--- config.mk ---
export PLATFORM = sky130hd
export DESIGN_NAME = serial_scheduler
export DESIGN_NICKNAME = d
export VERILOG_FILES = /design/src/rtl/serial_scheduler.sv
export SDC_FILE = /design/constraint.sdc
export NUM_CORES = 1
export LEC_CHECK = 0
export CAP_MARGIN = 25
export CORE_AREA = 2 2 112 114
export CTS_CLUSTER_SIZE = 30
export DETAILED_ROUTE_END_ITERATION = 12
export DIE_AREA = 0 0 114 116
export GPL_TIMING_DRIVEN = 0
export PLACE_DENSITY = 0.81
export SLEW_MARGIN = 20
export SYNTH_ARGS = -nofsm -noshare
export SYNTH_HDL_FRONTEND = slang
export SYNTH_SLANG_ARGS = --single-unit
--- constraint.sdc ---
create_clock -name clk -period 2.88 [get_ports clk]
set_input_delay 0.288 -clock clk [delete_from_list [all_inputs] [get_ports clk]]
set_output_delay 0.288 -clock clk [all_outputs]
set_load 0.1 [all_outputs]
--- src/rtl/serial_scheduler.sv ---
// Round-robin scheduler sharing one Serial transmitter between N_REQ message sources.
// Runs the four-phase START/END handshake and aborts a transfer whose END never arrives.
module serial_scheduler #(
  parameter int N_REQ   = 4,
  parameter int GRANT_W = 2,
  parameter int WIDTH   = 40,
  parameter int TIMEOUT = 4000000
) (
  input  logic                     clk,
  input  logic                     reset,
  input  logic [N_REQ-1:0]         req,
  input  logic [N_REQ*WIDTH-1:0]   data,
  output logic [N_REQ-1:0]         ack,
  output logic                     busy,
  output logic [GRANT_W-1:0]       grant_id,
  output logic                     timeout_err,
  output logic                     ser_start,
  output logic [WIDTH-1:0]         ser_buffer,
  input  logic                     ser_end
);

  typedef enum logic [1:0] {IDLE, SEND, RELEASE} state_t;

  state_t               state, state_nxt;
  logic [GRANT_W-1:0]   ptr, ptr_nxt, win, gid_nxt;
  logic [31:0]          wdog, wdog_nxt;
  logic [N_REQ-1:0]     ack_nxt;
  logic [WIDTH-1:0]     buf_nxt;
  logic                 start_nxt, err_nxt, any_req, timeout_hit;

  // First set request at or above the pointer, wrapping past N_REQ-1.
  function automatic logic [GRANT_W-1:0] rr_pick(input logic [N_REQ-1:0] r,
                                                 input logic [GRANT_W-1:0] p);
    int   idx;
    logic found;
    rr_pick = p;
    found   = 1'b0;
    for (int k = 0; k < N_REQ; k++) begin
      idx = (int'(p) + k) % N_REQ;
      if (!found && r[idx]) begin
        rr_pick = GRANT_W'(idx);
        found   = 1'b1;
      end
    end
  endfunction

  function automatic logic [GRANT_W-1:0] wrap_inc(input logic [GRANT_W-1:0] w);
    wrap_inc = (int'(w) == N_REQ - 1) ? '0 : w + 1'b1;
  endfunction

  function automatic logic [31:0] sat_inc(input logic [31:0] w);
    sat_inc = (w == '1) ? w : w + 32'd1;
  endfunction

  assign any_req     = |req;
  assign win         = rr_pick(req, ptr);
  assign timeout_hit = (TIMEOUT != 0) && (wdog == 32'(TIMEOUT - 1));
  assign busy        = (state != IDLE);

  always_ff @(posedge clk or posedge reset) begin
    if (reset) state <= IDLE;
    else       state <= state_nxt;
  end

  always_comb begin
    state_nxt = state;
    case (state)
      IDLE:    if (any_req) state_nxt = SEND;
      SEND:    if (ser_end || timeout_hit) state_nxt = RELEASE;
      RELEASE: if (!ser_end) state_nxt = IDLE;
      default: state_nxt = IDLE;
    endcase
  end

  // Next values of the registered outputs; an END on the timeout cycle takes priority.
  always_comb begin
    start_nxt = ser_start;
    ack_nxt   = '0;
    err_nxt   = timeout_err;
    buf_nxt   = ser_buffer;
    gid_nxt   = grant_id;
    ptr_nxt   = ptr;
    wdog_nxt  = wdog;
    case (state)
      IDLE: begin
        if (any_req) begin
          buf_nxt   = data[int'(win)*WIDTH +: WIDTH];
          gid_nxt   = win;
          start_nxt = 1'b1;
          ptr_nxt   = wrap_inc(win);
          wdog_nxt  = '0;
        end
      end
      SEND: begin
        wdog_nxt = sat_inc(wdog);
        if (ser_end) begin
          start_nxt         = 1'b0;
          ack_nxt[grant_id] = 1'b1;
        end else if (timeout_hit) begin
          start_nxt = 1'b0;
          err_nxt   = 1'b1;
        end
      end
      RELEASE: start_nxt = 1'b0;
      default: start_nxt = 1'b0;
    endcase
  end

  always_ff @(posedge clk or posedge reset) begin
    if (reset) begin
      ser_start   <= 1'b0;
      ack         <= '0;
      timeout_err <= 1'b0;
      ser_buffer  <= '0;
      grant_id    <= '0;
      ptr         <= '0;
      wdog        <= '0;
    end else begin
      ser_start   <= start_nxt;
      ack         <= ack_nxt;
      timeout_err <= err_nxt;
      ser_buffer  <= buf_nxt;
      grant_id    <= gid_nxt;
      ptr         <= ptr_nxt;
      wdog        <= wdog_nxt;
    end
  end

endmodule
# After elaboration in Yosys (flattened, before gate mapping)
# Index checks and enable logic that the tools add are counted.
# classes
n_addsub,5
multipliers,1
n_lt_le_gt_ge,6
n_eq_ne,10
n_shift,1
n_mux,33
bitwise,4
reduce_logical,20
# op_table
cell,n
160-bit by 9-bit variable part select with 40-bit output,1
32-bit 2-to-1 mux,2
32-bit one-hot mux with 2 select lines,1
"32-bit by 1-bit adder with 32-bit output, second input constant",1
"32-bit by 22-bit == test with 1-bit output, second input constant",1
"32-bit == test, second input constant",1
1-bit 2-to-1 mux,14
2-bit 2-to-1 mux,7
"3-bit by 4-bit < comparator with 1-bit output, second input constant",3
3-bit AND reduction,3
1-bit binary-select mux with 2-bit select,4
4-bit 2-to-1 mux,2
"2-bit inequality test, second input constant",4
"2-bit by 3-bit < comparator with 1-bit output, second input constant",2
2-bit one-hot mux with 3 select lines,1
2-bit OR reduction,3
"2-bit by 3-bit multiplier with 5-bit output, second input constant",1
"2-bit by 1-bit adder with 2-bit output, second input constant",2
"2-bit adder, second input constant",2
"2-bit by 1-bit == test with 1-bit output, second input constant",2
1-bit logical AND,4
2-bit AND reduction,2
2-bit nonzero test,2
4-bit OR reduction,1
10 further kinds,14
# totals
ff_bits,84
input_bits,167

# Logic depth before layout (Yosys ltp)
# logic_depth
word_depth,16
ltp_mapped,9
ltp_nobuf,7

# Least setup slack after synthesis
# Ideal clock, no wire load.
# synth_path
path_kind,register -> register
start,register wdog[25]
end,register wdog[7]
setup_ps,75
t_arrival_ps,1915
required_time_ps,2805
setup_slack_ps,890
path_stages_with_launch,8
synth_period_minus_slack_ps,1990
path_cell_list,dfrtp_1 -> nand4_2 -> or4_4 -> o31ai_4 -> buf_6 -> buf_12 -> o31ai_1 -> a21oi_2
# synth_between
elab_chain_cells,3
# synth_lines
element,line_no,source
start: declaration,26,"logic [31:0] wdog, wdog_nxt;"
start signal: assignment,125,wdog <= wdog_nxt;
32-bit == test,52,sat_inc = (w == '1) ? w : w + 32'd1;
2-bit inequality test (no source line),-,
3-bit AND reduction (no source line),-,
# No other way between the ends.
# A chain may end at the register's enable or synchronous reset.

# Worst setup path after layout
# layout_path
start,input port req[3]
end,register ser_buffer[35]
# layout_between
elab_chain_cells,14
elab_cells_between_ends,27
classes_between,mul (1); shift (1); mux (17); reduce/logical (8)
# layout_lines
element,line_no,source
start: declaration,11,"input logic [N_REQ-1:0] req,"
1-bit binary-select mux with 2-bit select,40,if (!found && r[idx]) begin
1-bit 2-to-1 mux (not written as such),40,
1-bit 2-to-1 mux,40,
1-bit logical NOT,40,
1-bit logical AND,40,
1-bit 2-to-1 mux,40,
1-bit logical NOT,40,
1-bit logical AND,40,
1-bit 2-to-1 mux,40,
1-bit logical NOT,40,
1-bit logical AND,40,
2-bit 2-to-1 mux,40,
2-bit by 3-bit multiplier with 5-bit output,87,buf_nxt = data[int'(win)*WIDTH +: WIDTH];
160-bit by 9-bit variable part select with 40-bit output,87,
end signal: assignment,122,ser_buffer <= buf_nxt;
end: declaration,18,"output logic [WIDTH-1:0] ser_buffer,"
# Several ways; a longest one is shown, not always the timed one. The select of a mux whose other input is x is not followed.

==> results.yml <==
critical_path:
  worstSetupPathType: "input pin to flop"
  r2r_slack_ns: 0.35
  crit_path_end_kind: "flop"
  crit_fanout: 10
  cp.required_ns: 3.11
  arrival_ns: 2.88
  r2r_end: "ser_buffer[35]"
  r2r_start: "ptr[1]"
  r2r.worst_path.cells: 7
  worst_setup_path_start_kind: "input pin"
sta:
  slew_headroom_pct: 29.5
  worst_slew_pin_slew_ns: 1.05
  finalSetupViolations: 0
  hold_viol: 0
  finalCriticalPeriod_ns: 2.65
  slew_viol_final: 0
  setup_slack_ns: 0.228
  timing.final.crit_share_pct: 92.1
  clock_skew_ns: 0.0104
  max_freq_mhz: 377
  rsz0062_at_grt: "no"
  setup_tns_ns: 0
synth:
  ys_top_cells_by_count: "109 x nand2_1, 84 x dfrtp_1, 52 x nor2_1"
  avgSynthCellArea_um2: 8.72
  synth_ff_type: "dfrtp_1"
  yosysMostFrequentCell: "nand2_1"
  ys_seq_elements: 84
  synth_fp_nets: 760
  yosys.area.top_type: "dfrtp_1"
  seq_area_frac_synth_pct: 40.8
  synth.area.top_cells: "dfrtp_1 41%, nand2_1 7.9%, nor4b_1 7.1%"
  syn-cell-area_mm2: 0.00515
  syn_inst: 591
  synth_top_cell_area_share_pct: 40.8
  ys_types: 54
  synth_enable_flop_cells: 0
  async_reset_ff_share_pct: 100
  yosysWarnings: 0
pwr:
  p_leak_nw: 2.93
  ir_drop_uv: 832
  pwr_density_cell_mw_per_mm2: 1090
final_layout:
  utilization_pct: 65.9
  nets: 988
  multi_input_area_mm2: 0.00282
  post-route-cell-area_mm2: 0.00785
  fin_cells: 972
  register_area_mm2: 0.00210
  area_growth_pct: 52.3
  fill_cells: 953
  drive_gt1_share_pct: 5.46
cts:
  tritoncts: "built"
  insertion_delay_ns: 0.34
  clkSinkCount: 84
  clock_tree.root_cell: "clkbuf_16"
  htree_levels: 3
  cts_buffers: 9
  cts.path.max_buffers: 2
  cts.clk_slew.worst_paths_ns: 0.06
  cts_hold_buf: 0
die:
  start_util_pct: 43.3
  core-area_mm2: 0.0119
  io_pins: 216
  rows: 40
  die_height_um: 116
  die_x_um: 114
  dieArea_mm2: 0.0132
routing:
  ant_nets: 0
  dr.pass1.iters: 6
  num_vias: 5861
  wl_um: 18600
  drt_iter0_markers: 416
  viasPerCell: 6.03
  wl_per_cell_um: 19.1
  drc: 0
run:
  maxCapViolCount: 0
status:
  status: "complete, no violations"
placement:
  place_area_mm2: 0.00752
  hpwl_um: 14400
  port-buffer-count: 215
  post-place-cells: 954
  gp_congestion: 0.928
  pre_cts_ws_ns: -0.253
grt:
  grt_start_max_net_pins: 54
  antenna_found_initial: 1
  grt_usage_pct: 27.9
  grt_pass1_vias: 5887
  grt_pass1_wl_um: 28900
  grt_overflow: 0
hold_path:
  hp-class: "input pin to async pin"
[where the power goes]
| group | total [mW] | internal, mW | switching (mW) |
|---|---|---|---|
| clock network | 1.24 | 0.756 | 0.480 |
| registers | 1.80 | 1.55 | 0.251 |
| logic | 5.52 | 1.44 | 4.09 |
| total | 8.56 | 3.74 | 4.82 |
[cell families (layout without fill, tap and decap cells)]
kind of cell	count (synthesis)	count (layout)	share of synthesized area (%)
and+or+nand+nor	295	295	31.5
AOI/OAI and AO/OA	151	151	21.8
DFF	84	84	40.8
buffers and inverters	54	287	4.52
muxes	3	3	0.583
adders and majority gates	2	2	0.486
xor gates and xnor gates	2	2	0.340
other	0	1	0
[cell usage in the layout (no fill, tap or decap), drive strengths merged, types with 8 or more instances in the layout]
cell | synthesis | layout
or4 | 14 | 14
or3 | 15 | 15
dfrtp | 84 | 84
nor4b | 43 | 43
o21ai | 17 | 17
nand4 | 9 | 9
nand3 | 12 | 12
a311oi | 39 | 39
o31ai | 15 | 15
a21oi | 27 | 27
inv | 8 | 8
clkbuf | 36 | 46
a211oi | 42 | 42
nor2 | 52 | 52
clkdlybuf4s50 | 0 | 215
nand2b | 8 | 8
nand2 | 109 | 109
buf | 10 | 11
[critical path, stage by stage]
cell and delay (ns):
clkdlybuf4s50_1 0.52, or2_2 0.32, a21oi_1 0.46, or3_1 0.18
buf_2 0.24, buf_1 0.41, a211oi_1 0.17, a311oi_1 0.29
[stage by stage]
stage               total power, mW  hold slack, ns
floorplan                      5.72           0.438
global placement               7.21           0.447
detailed placement             7.30           0.467
CTS                            8.55           0.318
global route                   8.94           0.341
finish                         8.56           0.301
[flip-flops by register name, summed over array words and instances, names as in the netlist]
name,flops
timeout_err,1
ser_start,1
state,2
ack,4
wdog,32
ptr,2
ser_buffer,40
grant_id,2
[metal layers]
| metal | up-vias | GRT usage, % | wire length (um) | part of all wire [%] |
|---|---|---|---|---|
| met2 | 277 | 49.4 | 9710 | 52 |
| met4 | 0 | 14.2 | 609 | 3.3 |
| li1 | 2701 | - | - | - |
| met3 | 43 | 5.75 | 1320 | 7.1 |
| met1 | 2840 | 32.0 | 6930 | 37 |
| met5 | - | 0 | 0 | 0 |
[final cells by class]
class / count / share of cell area (%)
antenna: 1 / 0.0319
clock inverter: 7 / 1.16
clock buffer: 9 / 2.87
buffer: 46 / 2.58
multi-input combinational: 453 / 36.0
timing repair buffer: 217 / 27.8
inverter: 8 / 0.415
tap: 147 / 2.34
sequential: 84 / 26.8
[what timing repair did]
item                       in CTS  in global routing
resized for setup               0                  1
setup buffers                   0                  0
setup endpoints to repair       0                  3
[how the worst max path moves through the flow]
stage	startpoint	end	cells past startpoint
floorplan	reset	ack[0]	1
global placement	reset	ser_buffer[17]	2
detailed placement	req[0]	ser_buffer[4]	7
CTS	req[3]	ser_buffer[3]	7
global route	req[3]	ser_buffer[35]	8
finish	req[3]	ser_buffer[35]	8
Note: power is estimated with default switching activity, not from simulation.
